File: config.mk
export PLATFORM = sky130hd
export DESIGN_NAME = systolic_seq_ctrl
export DESIGN_NICKNAME = d
export VERILOG_FILES = /design/src/rtl/systolic_seq_ctrl.sv
export SDC_FILE = /design/constraint.sdc
export NUM_CORES = 1
export LEC_CHECK = 0
export ABC_AREA = 0
export CAP_MARGIN = 0
export CELL_PAD_IN_SITES_DETAIL_PLACEMENT = 1
export CELL_PAD_IN_SITES_GLOBAL_PLACEMENT = 1
export CORE_MARGIN = 2
export CORE_UTILIZATION = 42
export DETAILED_ROUTE_END_ITERATION = 12
export GPL_ROUTABILITY_DRIVEN = 1
export PLACE_DENSITY = 0.81
export SETUP_SLACK_MARGIN = 0.02
export SYNTH_ARGS = -nofsm -noshare
export SYNTH_HDL_FRONTEND = slang
export SYNTH_SLANG_ARGS = --single-unit
File: constraint.sdc
create_clock -name clk -period 2.6 [get_ports clk]
set_clock_uncertainty 0.15 [all_clocks]
set_input_delay 0.52 -clock clk [delete_from_list [all_inputs] [get_ports clk]]
set_output_delay 0.52 -clock clk [all_outputs]
set_load 0.005 [all_outputs]
File: src/rtl/systolic_seq_ctrl.sv
// systolic_seq_ctrl: control sequencer for one matrix-multiply pass.
// It gates host row loads into the A/B skew banks, tracks which rows
// are present, then drives mem_en for exactly RUN_CYCLES to stream the
// skewed operands through the array, and finishes with a done pulse.
// Ports:
//   clk, rst                 clock, async active-high reset
//   start, abort             pass request (IDLE only) / sync abort
//   ld_valid, ld_sel, ld_row host row load (sel 0=A, 1=B)
//   ld_ready                 load handshake, high in LOAD
//   memA_WrEn/row, memB_*    combinational bank write strobes/rows
//   mem_en, sys_clr          bank/array shift enable, acc clear
//   busy, done, run_cnt      status, completion pulse, compute index
module systolic_seq_ctrl #(
    parameter int DIM   = 8,
    parameter int CNT_W = $clog2(3 * DIM),
    localparam int RW   = $clog2(DIM)
) (
    input  logic             clk,
    input  logic             rst,
    input  logic             start,
    input  logic             abort,
    input  logic             ld_valid,
    output logic             ld_ready,
    input  logic             ld_sel,
    input  logic [RW-1:0]    ld_row,
    output logic             memA_WrEn,
    output logic [RW-1:0]    memA_row,
    output logic             memB_WrEn,
    output logic [RW-1:0]    memB_row,
    output logic             mem_en,
    output logic             sys_clr,
    output logic             busy,
    output logic             done,
    output logic [CNT_W-1:0] run_cnt
);

    localparam int RUN_CYCLES = 3 * DIM - 2;
    localparam logic [CNT_W-1:0] LAST_CNT = CNT_W'(RUN_CYCLES - 1);

    typedef enum logic [1:0] {
        S_IDLE,
        S_LOAD,
        S_RUN,
        S_DONE
    } state_t;

    state_t           state_q, state_d;
    logic [DIM-1:0]   bm_a_q, bm_a_d;
    logic [DIM-1:0]   bm_b_q, bm_b_d;
    logic [CNT_W-1:0] run_cnt_q, run_cnt_d;
    logic             ld_ready_q, ld_ready_d;
    logic             mem_en_q, mem_en_d;
    logic             sys_clr_q, sys_clr_d;
    logic             busy_q, busy_d;
    logic             done_q, done_d;
    logic             fire_a, fire_b;

    // A transfer needs the registered ready, so only LOAD accepts rows.
    assign fire_a = ld_valid & ld_ready_q & ~ld_sel;
    assign fire_b = ld_valid & ld_ready_q & ld_sel;

    always_ff @(posedge clk or posedge rst) begin
        if (rst) begin
            state_q    <= S_IDLE;
            bm_a_q     <= '0;
            bm_b_q     <= '0;
            run_cnt_q  <= '0;
            ld_ready_q <= 1'b0;
            mem_en_q   <= 1'b0;
            sys_clr_q  <= 1'b0;
            busy_q     <= 1'b0;
            done_q     <= 1'b0;
        end else begin
            state_q    <= state_d;
            bm_a_q     <= bm_a_d;
            bm_b_q     <= bm_b_d;
            run_cnt_q  <= run_cnt_d;
            ld_ready_q <= ld_ready_d;
            mem_en_q   <= mem_en_d;
            sys_clr_q  <= sys_clr_d;
            busy_q     <= busy_d;
            done_q     <= done_d;
        end
    end

    always_comb begin
        state_d   = state_q;
        bm_a_d    = bm_a_q;
        bm_b_d    = bm_b_q;
        run_cnt_d = run_cnt_q;
        if (abort) begin
            state_d   = S_IDLE;
            bm_a_d    = '0;
            bm_b_d    = '0;
            run_cnt_d = '0;
        end else begin
            unique case (state_q)
                S_IDLE: begin
                    if (start) begin
                        state_d = S_LOAD;
                        bm_a_d  = '0;
                        bm_b_d  = '0;
                    end
                end
                S_LOAD: begin
                    if (fire_a) bm_a_d[ld_row] = 1'b1;
                    if (fire_b) bm_b_d[ld_row] = 1'b1;
                    // Decide on the registered maps: ready drops one
                    // cycle after the final load lands.
                    if ((&bm_a_q) && (&bm_b_q)) begin
                        state_d   = S_RUN;
                        run_cnt_d = '0;
                    end
                end
                S_RUN: begin
                    if (run_cnt_q == LAST_CNT) begin
                        state_d = S_DONE;
                    end else begin
                        run_cnt_d = run_cnt_q + CNT_W'(1);
                    end
                end
                S_DONE: begin
                    state_d   = S_IDLE;
                    run_cnt_d = '0;
                end
            endcase
        end
    end

    // Registered outputs are decoded from the next state so they line
    // up with the state they describe.
    always_comb begin
        ld_ready_d = (state_d == S_LOAD);
        mem_en_d   = (state_d == S_RUN);
        busy_d     = (state_d != S_IDLE);
        done_d     = (state_d == S_DONE);
        sys_clr_d  = (state_q == S_IDLE) && (state_d == S_LOAD);
        memA_WrEn  = fire_a;
        memB_WrEn  = fire_b;
        memA_row   = ld_row;
        memB_row   = ld_row;
    end

    assign ld_ready = ld_ready_q;
    assign mem_en   = mem_en_q;
    assign sys_clr  = sys_clr_q;
    assign busy     = busy_q;
    assign done     = done_q;
    assign run_cnt  = run_cnt_q;

endmodule

==> flow_summary.ini, run 1 <==
[outcome]
status = finished clean

[placed_design]
detailed_place_hpwl_mm = 2.42
place.gp.congestion = 0.774
dpl-instance-area_um2 = 1620
place.detailed.instances = 188
buffer_ports.inserted = 26

[route]
wirelength_mm = 3.09
drc_errors = 0
route.detailed.vias_per_inst = 5.45
postRouteAntennaNets = 0
vias = 1040
wl_per_cell_um = 16.2
drt_iter0_drc = 17
detailedRoute.firstPassIterationCount = 4

[synth]
synth_area_um2 = 1360
ys_seq_area_share_pct = 51.6
post-synth-top-area-fraction_pct = 51.6
ys_types = 36
syn_avg_cell_area_um2 = 10.9
synth-warning-count = 0
yosys_register_bits = 28
synthCells = 124
synthDominantAreaCellType = sky130_fd_sc_hd__dfrtp_1
synth_top_cells_by_area = sky130_fd_sc_hd__dfrtp_1 52%, sky130_fd_sc_hd__a22o_1 7.7%, sky130_fd_sc_hd__nand2_1 3.6%
syn_nets = 135

[worst_setup_path]
r2r-start = state_q[1]$_DFF_PP0_
critical-path-top-delay-family = buffers and inverters
r2r-end = bm_b_q[1]$_DFFE_PP0P_
worstPathCellList = clkdlybuf4s50_1, nand2_1, nor2_1, clkdlybuf4s50_1
crit_cells = 4
worst_reg_to_reg_setup_slack_ns = 0.95
critical_path.slowest_cell = sky130_fd_sc_hd__clkdlybuf4s50_1
r2r.worst_path.cells = 4
worst_setup_path_start_kind = primary input
critical_path_class = in -> out
required_time_at_the_worst_slack_endpoint_ns = 1.93
worst_ep_arrival_time_ns = 1.82
crit_path_max_fo = 2
critical_path.n_buffers_inverters = 2
cp_slowest_stage_delay_ns = 0.53
crit_path_end_kind = output port
path_common_cell = sky130_fd_sc_hd__clkdlybuf4s50_1

[clocking]
clk_latency_ns = 0.31
cts-buffers-inserted = 3
postCtsHoldBufs = 0
cts_max_path_buffers = 2
tritoncts = built
cts_post_setup_buffers_inserted = 0
clock_tree.root_cell = sky130_fd_sc_hd__clkbuf_4
clock_sinks = 28
cts_repair_resize_count = 0
cts.clk_slew.worst_paths_ns = 0.14
htree_levels = 1

[hold_path]
min_delay_worst_endpoint = bm_a_q[5]$_DFFE_PP0P_
worst_hold_startpoint = bm_a_q[5]$_DFFE_PP0P_
worst_hold_path_type = reg -> reg
worst_hold_path.num_cells = 2

[power_and_ir_drop]
peakVddDrop_uv = 179
static-leakage-power_nw = 0.718
pwr_density_cell_nw_per_um2 = 439

[global_routing]
via_count_of_the_first_global_routing_pass = 1140
overall_global_routing_usage_pct = 19.3
antenna_found_initial = 0
largest_net_degree_at_the_start_of_global_routing = 29
grt.overflow.total = 0
first_pass_grt_wire_length_mm = 5.33

[timing]
setup_violators_final = 0
setup-tns-final_ns = 0
tightest_slew_ns = 0.442
layout_worst_path_cycle_share_pct = 95.6
final-hold-violation-count = 0
grt_setup_unrepaired = no
final_period_minus_worst_setup_slack_ns = 2.49
slew_viol_final = 0
max-slew-margin-rel_pct = 70.5
max_clock_freq_ghz = 0.402

[finish]
drive_above_1_share_pct = 11.6
num_antenna_cells = 0
finalNetCount = 160
nFillCells = 344
multi_input_comb_area_um2 = 553
area_growth_pct = 21.1
post_layout_nonfiller_instances = 191
regArea_um2 = 701
post_route_cell_area_um2 = 1640

[die]
die_width_um = 60.9
io_count = 27
core_area_um2 = 3050
initial_utilization_pct = 44.5
row_count = 20
chipHeight_um = 60.9
die_area_um2 = 3700

[flow_run]
cap_viol_max_count = 0
cell usage in the layout (no fill, tap or decap), drive strengths merged, types with 3 or more instances in the layout:
master and count:
a31oi 3, nand3 5, nor3b 4, dfrtp 28, clkbuf 3, nand2 13, buf 5, nand4 5
a22o 12, o21ai 5, a21oi 4, and3 4, inv 4, nor2 7, clkdlybuf4s50 26
synthesized netlist by cell type:
library cell                number
sky130_fd_sc_hd__nor4b_1         1
sky130_fd_sc_hd__nand4_1         5
sky130_fd_sc_hd__nand2b_1        1
sky130_fd_sc_hd__nor3b_4         1
sky130_fd_sc_hd__or2_1           2
sky130_fd_sc_hd__nor2_2          3
sky130_fd_sc_hd__a22oi_1         1
sky130_fd_sc_hd__buf_4           6
sky130_fd_sc_hd__dfrtp_1        28
sky130_fd_sc_hd__a211oi_1        1
sky130_fd_sc_hd__o21ba_1         1
sky130_fd_sc_hd__a31oi_1         3
sky130_fd_sc_hd__o21ai_1         4
sky130_fd_sc_hd__a22o_1         12
sky130_fd_sc_hd__ha_1            2
sky130_fd_sc_hd__nor4b_2         1
sky130_fd_sc_hd__o21ai_0         1
sky130_fd_sc_hd__a21oi_1         4
sky130_fd_sc_hd__o31ai_1         1
sky130_fd_sc_hd__nor3b_1         1
sky130_fd_sc_hd__nand3b_1        1
sky130_fd_sc_hd__nor2_1          4
sky130_fd_sc_hd__buf_6           3
sky130_fd_sc_hd__nand4b_1        1
sky130_fd_sc_hd__nor3_2          1
sky130_fd_sc_hd__nor3b_2         2
sky130_fd_sc_hd__nor4_2          1
sky130_fd_sc_hd__inv_1           4
sky130_fd_sc_hd__and3b_1         1
sky130_fd_sc_hd__nand3_1         5
sky130_fd_sc_hd__a2bb2oi_1       1
sky130_fd_sc_hd__buf_2           2
sky130_fd_sc_hd__nor3_1          1
sky130_fd_sc_hd__nand2_1        13
sky130_fd_sc_hd__o211ai_1        1
sky130_fd_sc_hd__and3_1          4
worst max-delay path by stage:
stage	start	end	slack, ns
global route	ld_valid	memA_WrEn	0.10
global placement	ld_sel	memB_WrEn	0.23
CTS	ld_valid	memA_WrEn	0.13
floorplan	abort	run_cnt[3]$_DFFE_PP0P_	1.08
detailed placement	ld_valid	memA_WrEn	0.13
finish	ld_valid	memA_WrEn	0.11
worst min-delay path: stages (launching register included):
cell and delay, ns:
sky130_fd_sc_hd__dfrtp_1 0.38, sky130_fd_sc_hd__nand2_1 0.05, sky130_fd_sc_hd__o31ai_1 0.05
metal layers:
layer	up-vias	wire length (um)	GRT usage [%]	part of all wire (%)
li1	496	-	-	-
met1	532	1330	23.3	43
met2	10	1680	35.6	54
met3	2	57	2.77	1.8
met4	0	20	5.59	0.65
met5	-	0	0	0
metrics by stage:
stage	worst slack [ns]	hold WS [ns]	total power (W)	utilization (%)
3_5_place_dp	0.131	0.330	0.000558	53.1
4_1_cts	0.132	0.364	0.000732	53.9
3_3_place_gp	0.231	0.319	0.000554	53.1
5_1_grt	0.104	0.397	0.000758	53.9
2_1_floorplan	1.08	0.294	0.000514	-
6_report	0.114	0.356	0.000722	53.9
area by class of cell:
cell class / count / area share, %
Sequential cell: 28 / 42.6
Multi-Input combinational cell: 81 / 33.6
Timing Repair Buffer: 31 / 18.1
Tap cell: 44 / 3.35
Clock buffer: 3 / 1.37
Inverter: 4 / 0.913
registers in the layout, summed over array words and instances (netlist names):
signal    cells
bm_a_q        8
bm_b_q        8
run_cnt       5
state_q       2
busy          1
done          1
ld_ready      1
mem_en        1
sys_clr       1
power by group:
| part | total [W] | switching [W] | leakage [nW] | internal [W] |
|---|---|---|---|---|
| clock | 0.000173 | 0.000119 | 0.0138 | 0.0000542 |
| combinational | 0.0000989 | 0.0000505 | 0.318 | 0.0000484 |
| sequential | 0.000450 | 0.00000783 | 0.386 | 0.000442 |
logic make-up (layout without fill, tap and decap cells):
| logic type | after synthesis | count (layout) | share of synthesized area [%] |
|---|---|---|---|
| flops | 28 | 28 | 51.6 |
| compound gates | 30 | 30 | 16.0 |
| simple gates | 49 | 49 | 22.9 |
| buf+inv | 15 | 38 | 7.65 |
| fa+ha+maj | 2 | 2 | 1.84 |
No activity file was read; power rests on OpenSTA's default activity.
==> inputs of run 2 (changes only) <==
--- a/config.mk
+++ b/config.mk
@@ -10,10 +10,11 @@
 export CELL_PAD_IN_SITES_DETAIL_PLACEMENT = 1
 export CELL_PAD_IN_SITES_GLOBAL_PLACEMENT = 1
 export CORE_MARGIN = 2
-export CORE_UTILIZATION = 42
+export CORE_UTILIZATION = 44
+export CTS_BUF_LIST = sky130_fd_sc_hd__clkbuf_4 sky130_fd_sc_hd__clkbuf_8
 export DETAILED_ROUTE_END_ITERATION = 12
 export GPL_ROUTABILITY_DRIVEN = 1
-export PLACE_DENSITY = 0.81
+export PLACE_DENSITY = 0.84
 export SETUP_SLACK_MARGIN = 0.02
 export SYNTH_ARGS = -nofsm -noshare
 export SYNTH_HDL_FRONTEND = slang
==> flow_summary.ini, run 2 (synthesized netlist as in run 1, its figures left out) <==
[outcome]
status = finished clean

[global_routing]
grt.overflow.total = 0
first_pass_grt_wire_length_mm = 5.46
antenna_found_initial = 0
largest_net_degree_at_the_start_of_global_routing = 29
overall_global_routing_usage_pct = 20.6
via_count_of_the_first_global_routing_pass = 1156

[placed_design]
place.gp.congestion = 0.772
buffer_ports.inserted = 26
place.detailed.instances = 177
dpl-instance-area_um2 = 1610
detailed_place_hpwl_mm = 2.44
pre_cts_ws_ns = 0.188

[timing]
layout_worst_path_cycle_share_pct = 93.1
max-slew-margin-rel_pct = 66.5
max_clock_freq_ghz = 0.413
setup_violators_final = 0
postLayoutSetupSlackWorst_ns = 0.179
setup-tns-final_ns = 0
slew_viol_final = 0
tightest_slew_ns = 0.502
final_period_minus_worst_setup_slack_ns = 2.42
final-hold-violation-count = 0
grt_setup_unrepaired = no

[worst_setup_path]
cp_slowest_stage_delay_ns = 0.52
critical_path.slowest_cell = sky130_fd_sc_hd__clkdlybuf4s50_1
worst_reg_to_reg_setup_slack_ns = 0.89
crit_path_end_kind = output port
critPathLaunch = ld_valid
r2r-start = state_q[1]$_DFF_PP0_
worst_setup_path_start_kind = primary input
critical_path_class = in -> out
required_time_at_the_worst_slack_endpoint_ns = 1.93
path_common_cell = sky130_fd_sc_hd__clkdlybuf4s50_1
worst_ep_arrival_time_ns = 1.75
worstPathCellList = clkdlybuf4s50_1, and3_1, clkdlybuf4s50_1
crit_path_max_fo = 4

[flow_run]
cap_viol_max_count = 0

[route]
route.detailed.vias_per_inst = 5.69
drc_errors = 0
drt_iter0_drc = 14
vias = 1024
postRouteAntennaNets = 0
wirelength_mm = 3.12
wl_per_cell_um = 17.3
detailedRoute.firstPassIterationCount = 4

[finish]
highest_count_cells_in_the_layout_ignoring_fill_and_taps = 28 x sky130_fd_sc_hd__dfrtp_1, 26 x sky130_fd_sc_hd__clkdlybuf4s50_1, 13 x sky130_fd_sc_hd__nand2_1
num_antenna_cells = 0
finalNetCount = 160
layout.cells.most_common = sky130_fd_sc_hd__dfrtp_1
post_route_cell_area_um2 = 1630
post_layout_nonfiller_instances = 180
drive_above_1_share_pct = 11.6
utilization_pct = 54.3
area_growth_pct = 20.1

[clocking]
cts_post_setup_buffers_inserted = 0
cts.clk_slew.worst_paths_ns = 0.14
postCtsHoldBufs = 0
clock_tree.root_cell = sky130_fd_sc_hd__clkbuf_4
clk_latency_ns = 0.32
cts-buffers-inserted = 3
clock_sinks = 28
tritoncts = built
cts_max_path_buffers = 2
cts_repair_resize_count = 0
htree_levels = 1

[die]
chipHeight_um = 59.5
die_width_um = 59.5
io_count = 27
row_count = 20
die_area_um2 = 3550
initial_utilization_pct = 45.2
core_area_um2 = 3000

[hold_path]
worst_hold_startpoint = bm_b_q[5]$_DFFE_PP0P_
worst_hold_path_type = reg -> reg

[power_and_ir_drop]
static-leakage-power_nw = 0.718
pwr_density_cell_nw_per_um2 = 443
peakVddDrop_uv = 262
run 2: cell counts in the layout (fill, tap and decap cells not counted):
No cell type changed its count.
run 2: final cells by class:
| class | count | area [um2] |
|---|---|---|
| multi-input combinational | 81 | 553 |
| clock buffer | 3 | 22.5 |
| sequential | 28 | 701 |
| timing repair buffer | 31 | 298 |
| inverter | 4 | 15.0 |
| tap | 33 | 41.3 |
| fill | 337 | 1370 |
run 2: report_power, final:
group           total, W  switching, W  internal, W
sequential      0.000450    0.00000784     0.000442
clock           0.000173      0.000119    0.0000543
combinational  0.0000986     0.0000503    0.0000483
total           0.000722      0.000177     0.000545
run 2: worst max-delay path: cells and delay by family:
kind,cells,cell delay [ns]
buf+inv,2,1.01
simple gates,1,0.22
run 2: metal layers:
| metal | track usage, % | routed length [um] | share of wire, % |
|---|---|---|---|
| met1 | 24.1 | 1290 | 41 |
| met2 | 37.2 | 1710 | 55 |
| met3 | 3.06 | 48 | 1.5 |
| met4 | 8.57 | 59 | 1.9 |
| met5 | 0 | 0 | 0 |
run 2: path summary, 6_finish.rpt:
kind,endpoint,cells after the start
worst max-delay path,memB_WrEn,3
worst min-delay path,bm_b_q[5]$_DFFE_PP0P_,2
worst max register to register,bm_b_q[4]$_DFFE_PP0P_,4
worst min register to register,bm_b_q[5]$_DFFE_PP0P_,2
max in group asynchronous,bm_b_q[7]$_DFFE_PP0P_,3
min in group asynchronous,done$_DFF_PP0_,3
run 2: stage by stage:
stage	total power, W	hold WS [ns]
final	0.000722	0.367
after global routing	0.000757	0.393
after CTS	0.000733	0.369
after detailed placement	0.000558	0.337
after global placement	0.000554	0.319
after floorplan	0.000514	0.294
